## src/rtl/fetch_queue_pkg.sv

```systemverilog
// ---------------------------------------------------------------------------
// fetch_queue_pkg
//   Shared constants for the instruction fetch queue.
//   FQ_DEPTH  : default number of queue entries (power of two, 2..16)
//   FQ_WIDTH  : default bit width of the PC and instruction fields
//   NOP_INSTR : instruction word presented when the queue is empty
// ---------------------------------------------------------------------------
package fetch_queue_pkg;

  localparam int          FQ_DEPTH  = 4;
  localparam int          FQ_WIDTH  = 32;
  localparam logic [31:0] NOP_INSTR = 32'h0000_0000;

endpackage : fetch_queue_pkg

```

## src/rtl/fetch_queue_ram.sv

```systemverilog
// ---------------------------------------------------------------------------
// fetch_queue_ram
//   DEPTH x DW storage array: one synchronous write port and one
//   asynchronous (combinational) read port. Every entry is cleared by the
//   asynchronous active-low reset.
//   Ports:
//     clk_i   : clock, writes on posedge
//     rst_i   : asynchronous active-low reset, clears all entries
//     we_i    : write enable
//     waddr_i : write address
//     wdata_i : write data
//     raddr_i : read address
//     rdata_o : read data (combinational from raddr_i)
// ---------------------------------------------------------------------------
module fetch_queue_ram
  import fetch_queue_pkg::*;
#(
  parameter  int DEPTH = FQ_DEPTH,
  parameter  int DW    = 2 * FQ_WIDTH,
  localparam int AW    = $clog2(DEPTH)
) (
  input  logic          clk_i,
  input  logic          rst_i,
  input  logic          we_i,
  input  logic [AW-1:0] waddr_i,
  input  logic [DW-1:0] wdata_i,
  input  logic [AW-1:0] raddr_i,
  output logic [DW-1:0] rdata_o
);

  logic [DW-1:0] mem_q [DEPTH];
  logic [DW-1:0] mem_d [DEPTH];

  always_comb begin
    mem_d = mem_q;
    if (we_i) begin
      mem_d[waddr_i] = wdata_i;
    end
  end

  always_ff @(posedge clk_i or negedge rst_i) begin
    if (!rst_i) begin
      for (int i = 0; i < DEPTH; i++) begin
        mem_q[i] <= '0;
      end
    end else begin
      mem_q <= mem_d;
    end
  end

  assign rdata_o = mem_q[raddr_i];

endmodule : fetch_queue_ram

```

## src/rtl/fetch_queue.sv

```systemverilog
// ---------------------------------------------------------------------------
// fetch_queue
//   First-word-fall-through queue between the fetch and decode stages.
//   Holds {pc, instr} pairs; the head is visible on pc_o/instr_o whenever
//   valid_o=1, and both read as zero (NOP) otherwise.
//   Ports:
//     clk_i    : clock, all state updates on posedge
//     rst_i    : asynchronous active-low reset
//     start_i  : run enable; low freezes pointers, count and storage
//     push_i   : fetch presents pc_i/instr_i
//     pc_i     : PC of fetched instruction
//     instr_i  : fetched instruction word
//     pop_i    : decode consumes the head entry
//     flush_i  : discard every queued entry (branch/jump taken)
//     valid_o  : head entry present
//     pc_o     : head PC (0 when empty)
//     instr_o  : head instruction (NOP when empty)
//     full_o   : queue full, used as PC hold by fetch
//     count_o  : current occupancy
//
//   Handshake: a push is taken on a clock edge where start_i=1, flush_i=0,
//   push_i=1 and the queue is not full (or a pop is taken on the same edge);
//   a pop is taken where start_i=1, flush_i=0, pop_i=1 and valid_o=1. Any
//   request not taken leaves state untouched; there is no back-pressure
//   beyond full_o/valid_o, which depend on registered state only.
// ---------------------------------------------------------------------------
module fetch_queue
  import fetch_queue_pkg::*;
#(
  parameter  int DEPTH = FQ_DEPTH,
  parameter  int WIDTH = FQ_WIDTH,
  localparam int AW    = $clog2(DEPTH),
  localparam int CW    = $clog2(DEPTH) + 1
) (
  input  logic             clk_i,
  input  logic             rst_i,
  input  logic             start_i,
  input  logic             push_i,
  input  logic [WIDTH-1:0] pc_i,
  input  logic [WIDTH-1:0] instr_i,
  input  logic             pop_i,
  input  logic             flush_i,
  output logic             valid_o,
  output logic [WIDTH-1:0] pc_o,
  output logic [WIDTH-1:0] instr_o,
  output logic             full_o,
  output logic [CW-1:0]    count_o
);

  logic [AW-1:0]      wr_ptr_q, wr_ptr_d;
  logic [AW-1:0]      rd_ptr_q, rd_ptr_d;
  logic [CW-1:0]      count_q,  count_d;
  logic               push_ok, pop_ok;
  logic               full, valid;
  logic [2*WIDTH-1:0] rdata;

  assign full  = (count_q == CW'(DEPTH));
  assign valid = (count_q != '0);

  // A pop on the same edge frees a slot, so push is allowed even when full.
  assign pop_ok  = start_i && !flush_i && pop_i && valid;
  assign push_ok = start_i && !flush_i && push_i && (!full || pop_ok);

  always_comb begin
    wr_ptr_d = wr_ptr_q;
    rd_ptr_d = rd_ptr_q;
    count_d  = count_q;
    if (start_i && flush_i) begin
      wr_ptr_d = '0;
      rd_ptr_d = '0;
      count_d  = '0;
    end else begin
      // Pointers are exactly AW bits wide, so increment wraps modulo DEPTH.
      if (push_ok) wr_ptr_d = wr_ptr_q + AW'(1);
      if (pop_ok)  rd_ptr_d = rd_ptr_q + AW'(1);
      case ({push_ok, pop_ok})
        2'b10:   count_d = count_q + CW'(1);
        2'b01:   count_d = count_q - CW'(1);
        default: count_d = count_q;
      endcase
    end
  end

  always_ff @(posedge clk_i or negedge rst_i) begin
    if (!rst_i) begin
      wr_ptr_q <= '0;
      rd_ptr_q <= '0;
      count_q  <= '0;
    end else begin
      wr_ptr_q <= wr_ptr_d;
      rd_ptr_q <= rd_ptr_d;
      count_q  <= count_d;
    end
  end

  fetch_queue_ram #(
    .DEPTH (DEPTH),
    .DW    (2 * WIDTH)
  ) u_ram (
    .clk_i   (clk_i),
    .rst_i   (rst_i),
    .we_i    (push_ok),
    .waddr_i (wr_ptr_q),
    .wdata_i ({pc_i, instr_i}),
    .raddr_i (rd_ptr_q),
    .rdata_o (rdata)
  );

  assign valid_o = valid;
  assign full_o  = full;
  assign count_o = count_q;
  assign pc_o    = valid ? rdata[2*WIDTH-1:WIDTH] : '0;
  assign instr_o = valid ? rdata[WIDTH-1:0]       : WIDTH'(NOP_INSTR);

endmodule : fetch_queue

```

## config.mk

```make
export PLATFORM = sky130hd
export DESIGN_NAME = fetch_queue
export DESIGN_NICKNAME = d
export VERILOG_FILES = /design/src/rtl/fetch_queue_pkg.sv /design/src/rtl/fetch_queue_ram.sv /design/src/rtl/fetch_queue.sv
export SDC_FILE = /design/constraint.sdc
export NUM_CORES = 1
export LEC_CHECK = 0
export CAP_MARGIN = 20
export CELL_PAD_IN_SITES_DETAIL_PLACEMENT = 2
export CELL_PAD_IN_SITES_GLOBAL_PLACEMENT = 2
export CORE_ASPECT_RATIO = 1.4
export CORE_MARGIN = 3
export CORE_UTILIZATION = 41
export DETAILED_ROUTE_END_ITERATION = 10
export PLACE_DENSITY = 0.82
export SLEW_MARGIN = 10
export SYNTH_ARGS = -nofsm -noshare
export SYNTH_HDL_FRONTEND = slang
export SYNTH_HIERARCHICAL = 1
export SYNTH_SLANG_ARGS = --single-unit
```

## constraint.sdc

```tcl
create_clock -name clk_i -period 2.88 [get_ports clk_i]
set_input_delay 0.576 -clock clk_i [delete_from_list [all_inputs] [get_ports clk_i]]
set_output_delay 0.576 -clock clk_i [all_outputs]
set_load 0.01 [all_outputs]
```

==> impl_metrics.yaml <==
routing:
  drc: 0
  postRouteWirelength_um: 32400
  dr_total_vias: 7049
  vias_per_cell: 5.43
  wl_per_cell_um: 24.9
  drtAntennaViolNets: 0
  drt-pass1-iter-count: 4
  drtIter0Drc: 175
global_route:
  grt_antenna_before_repair: 2
  grt_remaining_overflow: 0
  grt_pass1_wl_um: 51300
  grt_max_degree: 83
  track_usage_pct: 20.9
  grt_pass1_vias: 8494
synthesis:
  synth_xor_area_share_pct: 0.217
  synth_edf_count: 0
  synthAdderAreaFrac_pct: 0.166
  syn_inst: 745
  synth_top_family_by_area: "multiplexers"
  synth_top_area_share_pct: 54.5
  post_synth_num_cell_types: 37
  yosysSeqAreaShare_pct: 54.5
  syn_avg_cell_area_um2: 16.2
  synthMuxAreaShare_pct: 36.0
  synth_top_area_cell: "dfrtp_1"
  yosys_warnings: 6
  synth_compound_area_share_pct: 0.839
  synthesis.area_mm2: 0.0121
  synthTopCellsByArea: "dfrtp_1, mux2_2, mux4_2, and2_1, buf_6"
  synthesis.nets: 816
  synthArstFlopShare_pct: 100
  synth_ff_type: "dfrtp_1"
  synth_seq_cells: 263
  synth_simple_gate_area_share_pct: 4.60
power_and_ir_drop:
  p_leak_uw: 0.00682
  switching_share_pct: 31.5
  clkPwrFrac_pct: 21.6
  power_frac_comb_pct: 41.9
  power_density_mw_per_mm2: 1060
  ir_drop_mv: 0.523
  netSwitchingPower_uw: 4980
  seqPwrFrac_pct: 36.6
  finalPower_uw: 15800
  intPower_uw: 10800
cells_and_area:
  layout.nets: 973
  final_cells: 1298
  layout-drive-gt1-share_pct: 45.9
  mostFrequentLayoutCells: "dfrtp_1, mux2_2, clkdlybuf4s50_1, mux4_2, and2_1"
  layout_commonest_cell: "dfrtp_1"
  fillers: 2601
  synthToLayoutAreaGrowth_pct: 23.8
placed_design:
  place.gp.congestion: 0.729
  hpwl_um: 19300
  dp_cells: 1238
  port_buffers: 138
  dp_slack_ns: -0.0750
timing:
  slew_headroom_pct: 53.9
  finalSetupViolCount: 0
  finalCriticalPeriod_ns: 2.81
  fin_ws_ns: 0.0686
  rsz0062_at_grt: "no"
  tightest_slew_ns: 0.692
  hold_viol: 0
  clock.fmax_mhz: 356
  fin_skew_ns: 0.0104
  maxSlewViolCount: 0
  period_share_pct: 97.6
  holdWs_ns: 0.0339
setup_path:
  crit_type: "register to primary output"
  required_ns: 2.30
  path_max_fanout: 8
  worst_ep_arrival_time_ns: 2.24
  endpoint_kind: "primary output"
  worstSetupStartpointType: "register"
die:
  rows: 73
  start_util_pct: 42.1
  core_mm2: 0.0287
  die_height_um: 209
  dieWidth_um: 151
  ios: 139
  die_area_mm2: 0.0316
clocking:
  h-tree-depth: 1
  insertion_delay_ns: 0.52
  clk_pin_slew_ns: 0.07
  cts_root_buf: "clkbuf_16"
  cts_tree: "yes"
  ctsHoldBuffers: 0
  cts-buffers-inserted: 27
  clk_path_buf_depth: 3
  clock_sinks: 263
run_status:
  status: "finished clean"
hold_path:
  hold_class: "input pin to async pin"
flow_run:
  max_cap_violations: 0
synthesized netlist by cell type (4+ instances only):
master      n
buf_2       6
mux2_2    252
clkbuf_1    9
inv_1       6
buf_6      18
clkbuf_8    6
buf_4      11
o22ai_1     5
dfrtp_1   263
and2_1     64
a21oi_1     4
mux4_2     64
mux2_1      5
cell type report:
type	instances	area (um2)	share of cell area [%]
Clock buffer	37	773	5.17
Timing Repair Buffer	178	1950	13.0
Sequential cell	263	6590	44.0
Tap cell	375	469	3.14
Antenna cell	1	2.50	0.0167
Multi-Input combinational cell	426	5070	33.9
Inverter	6	22.5	0.151
Clock inverter	12	92.6	0.619
logic make-up (layout without fill, tap and decap cells):
kind of cell / count (synthesis) / count (layout)
AND/OR/NAND/NOR: 86 / 86
AO/OA/AOI/OAI: 14 / 14
other: 0 / 1
multiplexers: 322 / 322
buffers and inverters: 56 / 233
flip-flops: 263 / 263
XOR/XNOR: 3 / 3
adder cells (fa/ha/maj): 1 / 1
metal layers:
layer	global-route usage (%)	share of wire [%]	up-vias
li1	-	-	3056
met1	25.8	40	3816
met2	38.8	55	133
met3	2.32	3.1	42
met4	4.69	1.7	2
met5	0	0.062	-
sequential cells by signal, summed over array words and instances (netlist names):
register / count
wr_ptr_q: 2
count_o: 3
rd_ptr_q: 2
u_ram/mem_q: 256
metrics by stage:
| stage | cell area (um2) | setup TNS [ns] | util, % |
|---|---|---|---|
| 2_1_floorplan | 12100 | 0 | - |
| 3_3_place_gp | 14000 | 0 | 48.7 |
| 3_5_place_dp | 14000 | -5.92 | 48.7 |
| 4_1_cts | 15000 | -0.0168 | 52.2 |
| 5_1_grt | 15000 | 0 | 52.2 |
| 6_report | 15000 | 0 | 52.2 |
worst max-delay path, stage by stage (launching register included):
cell and delay, ns:
dfrtp_4 0.44, buf_12 0.16, buf_16 0.15, mux4_2 0.50
and2_1 0.17, dlygate4sd2_1 0.29
power groups by stage:
| stage | Clock [uW] | Sequential, uW | Combinational [uW] |
|---|---|---|---|
| 2_1_floorplan | 0 | 5500 | 4030 |
| 3_3_place_gp | 0 | 5660 | 6590 |
| 3_5_place_dp | 0 | 5790 | 6790 |
| 4_1_cts | 3510 | 5780 | 6700 |
| 5_1_grt | 3700 | 5950 | 7170 |
| 6_report | 3410 | 5780 | 6620 |
repair_timing:
item	CTS	global route
gates resized for setup	85	26
setup buffers	5	0
endpoints found under the setup margin	64	34
gates cloned	4	2
final timing paths:
check | startpoint | endpoint | slack [ns] | depth (start not counted)
setup reg to reg | count_o[0] | count_o[2] | 0.30 | 7
min in group clk_i | u_ram/mem_q[251] | u_ram/mem_q[251] | 0.49 | 1
hold / removal | rst_i | u_ram/mem_q[155] | 0.03 | 1
setup / recovery | rd_ptr_q[0] | instr_o[22] | 0.07 | 5
max in group asynchronous | rst_i | u_ram/mem_q[80] | 2.04 | 2
hold reg to reg | u_ram/mem_q[251] | u_ram/mem_q[251] | 0.49 | 1
No activity file was read; power rests on OpenSTA's default activity.
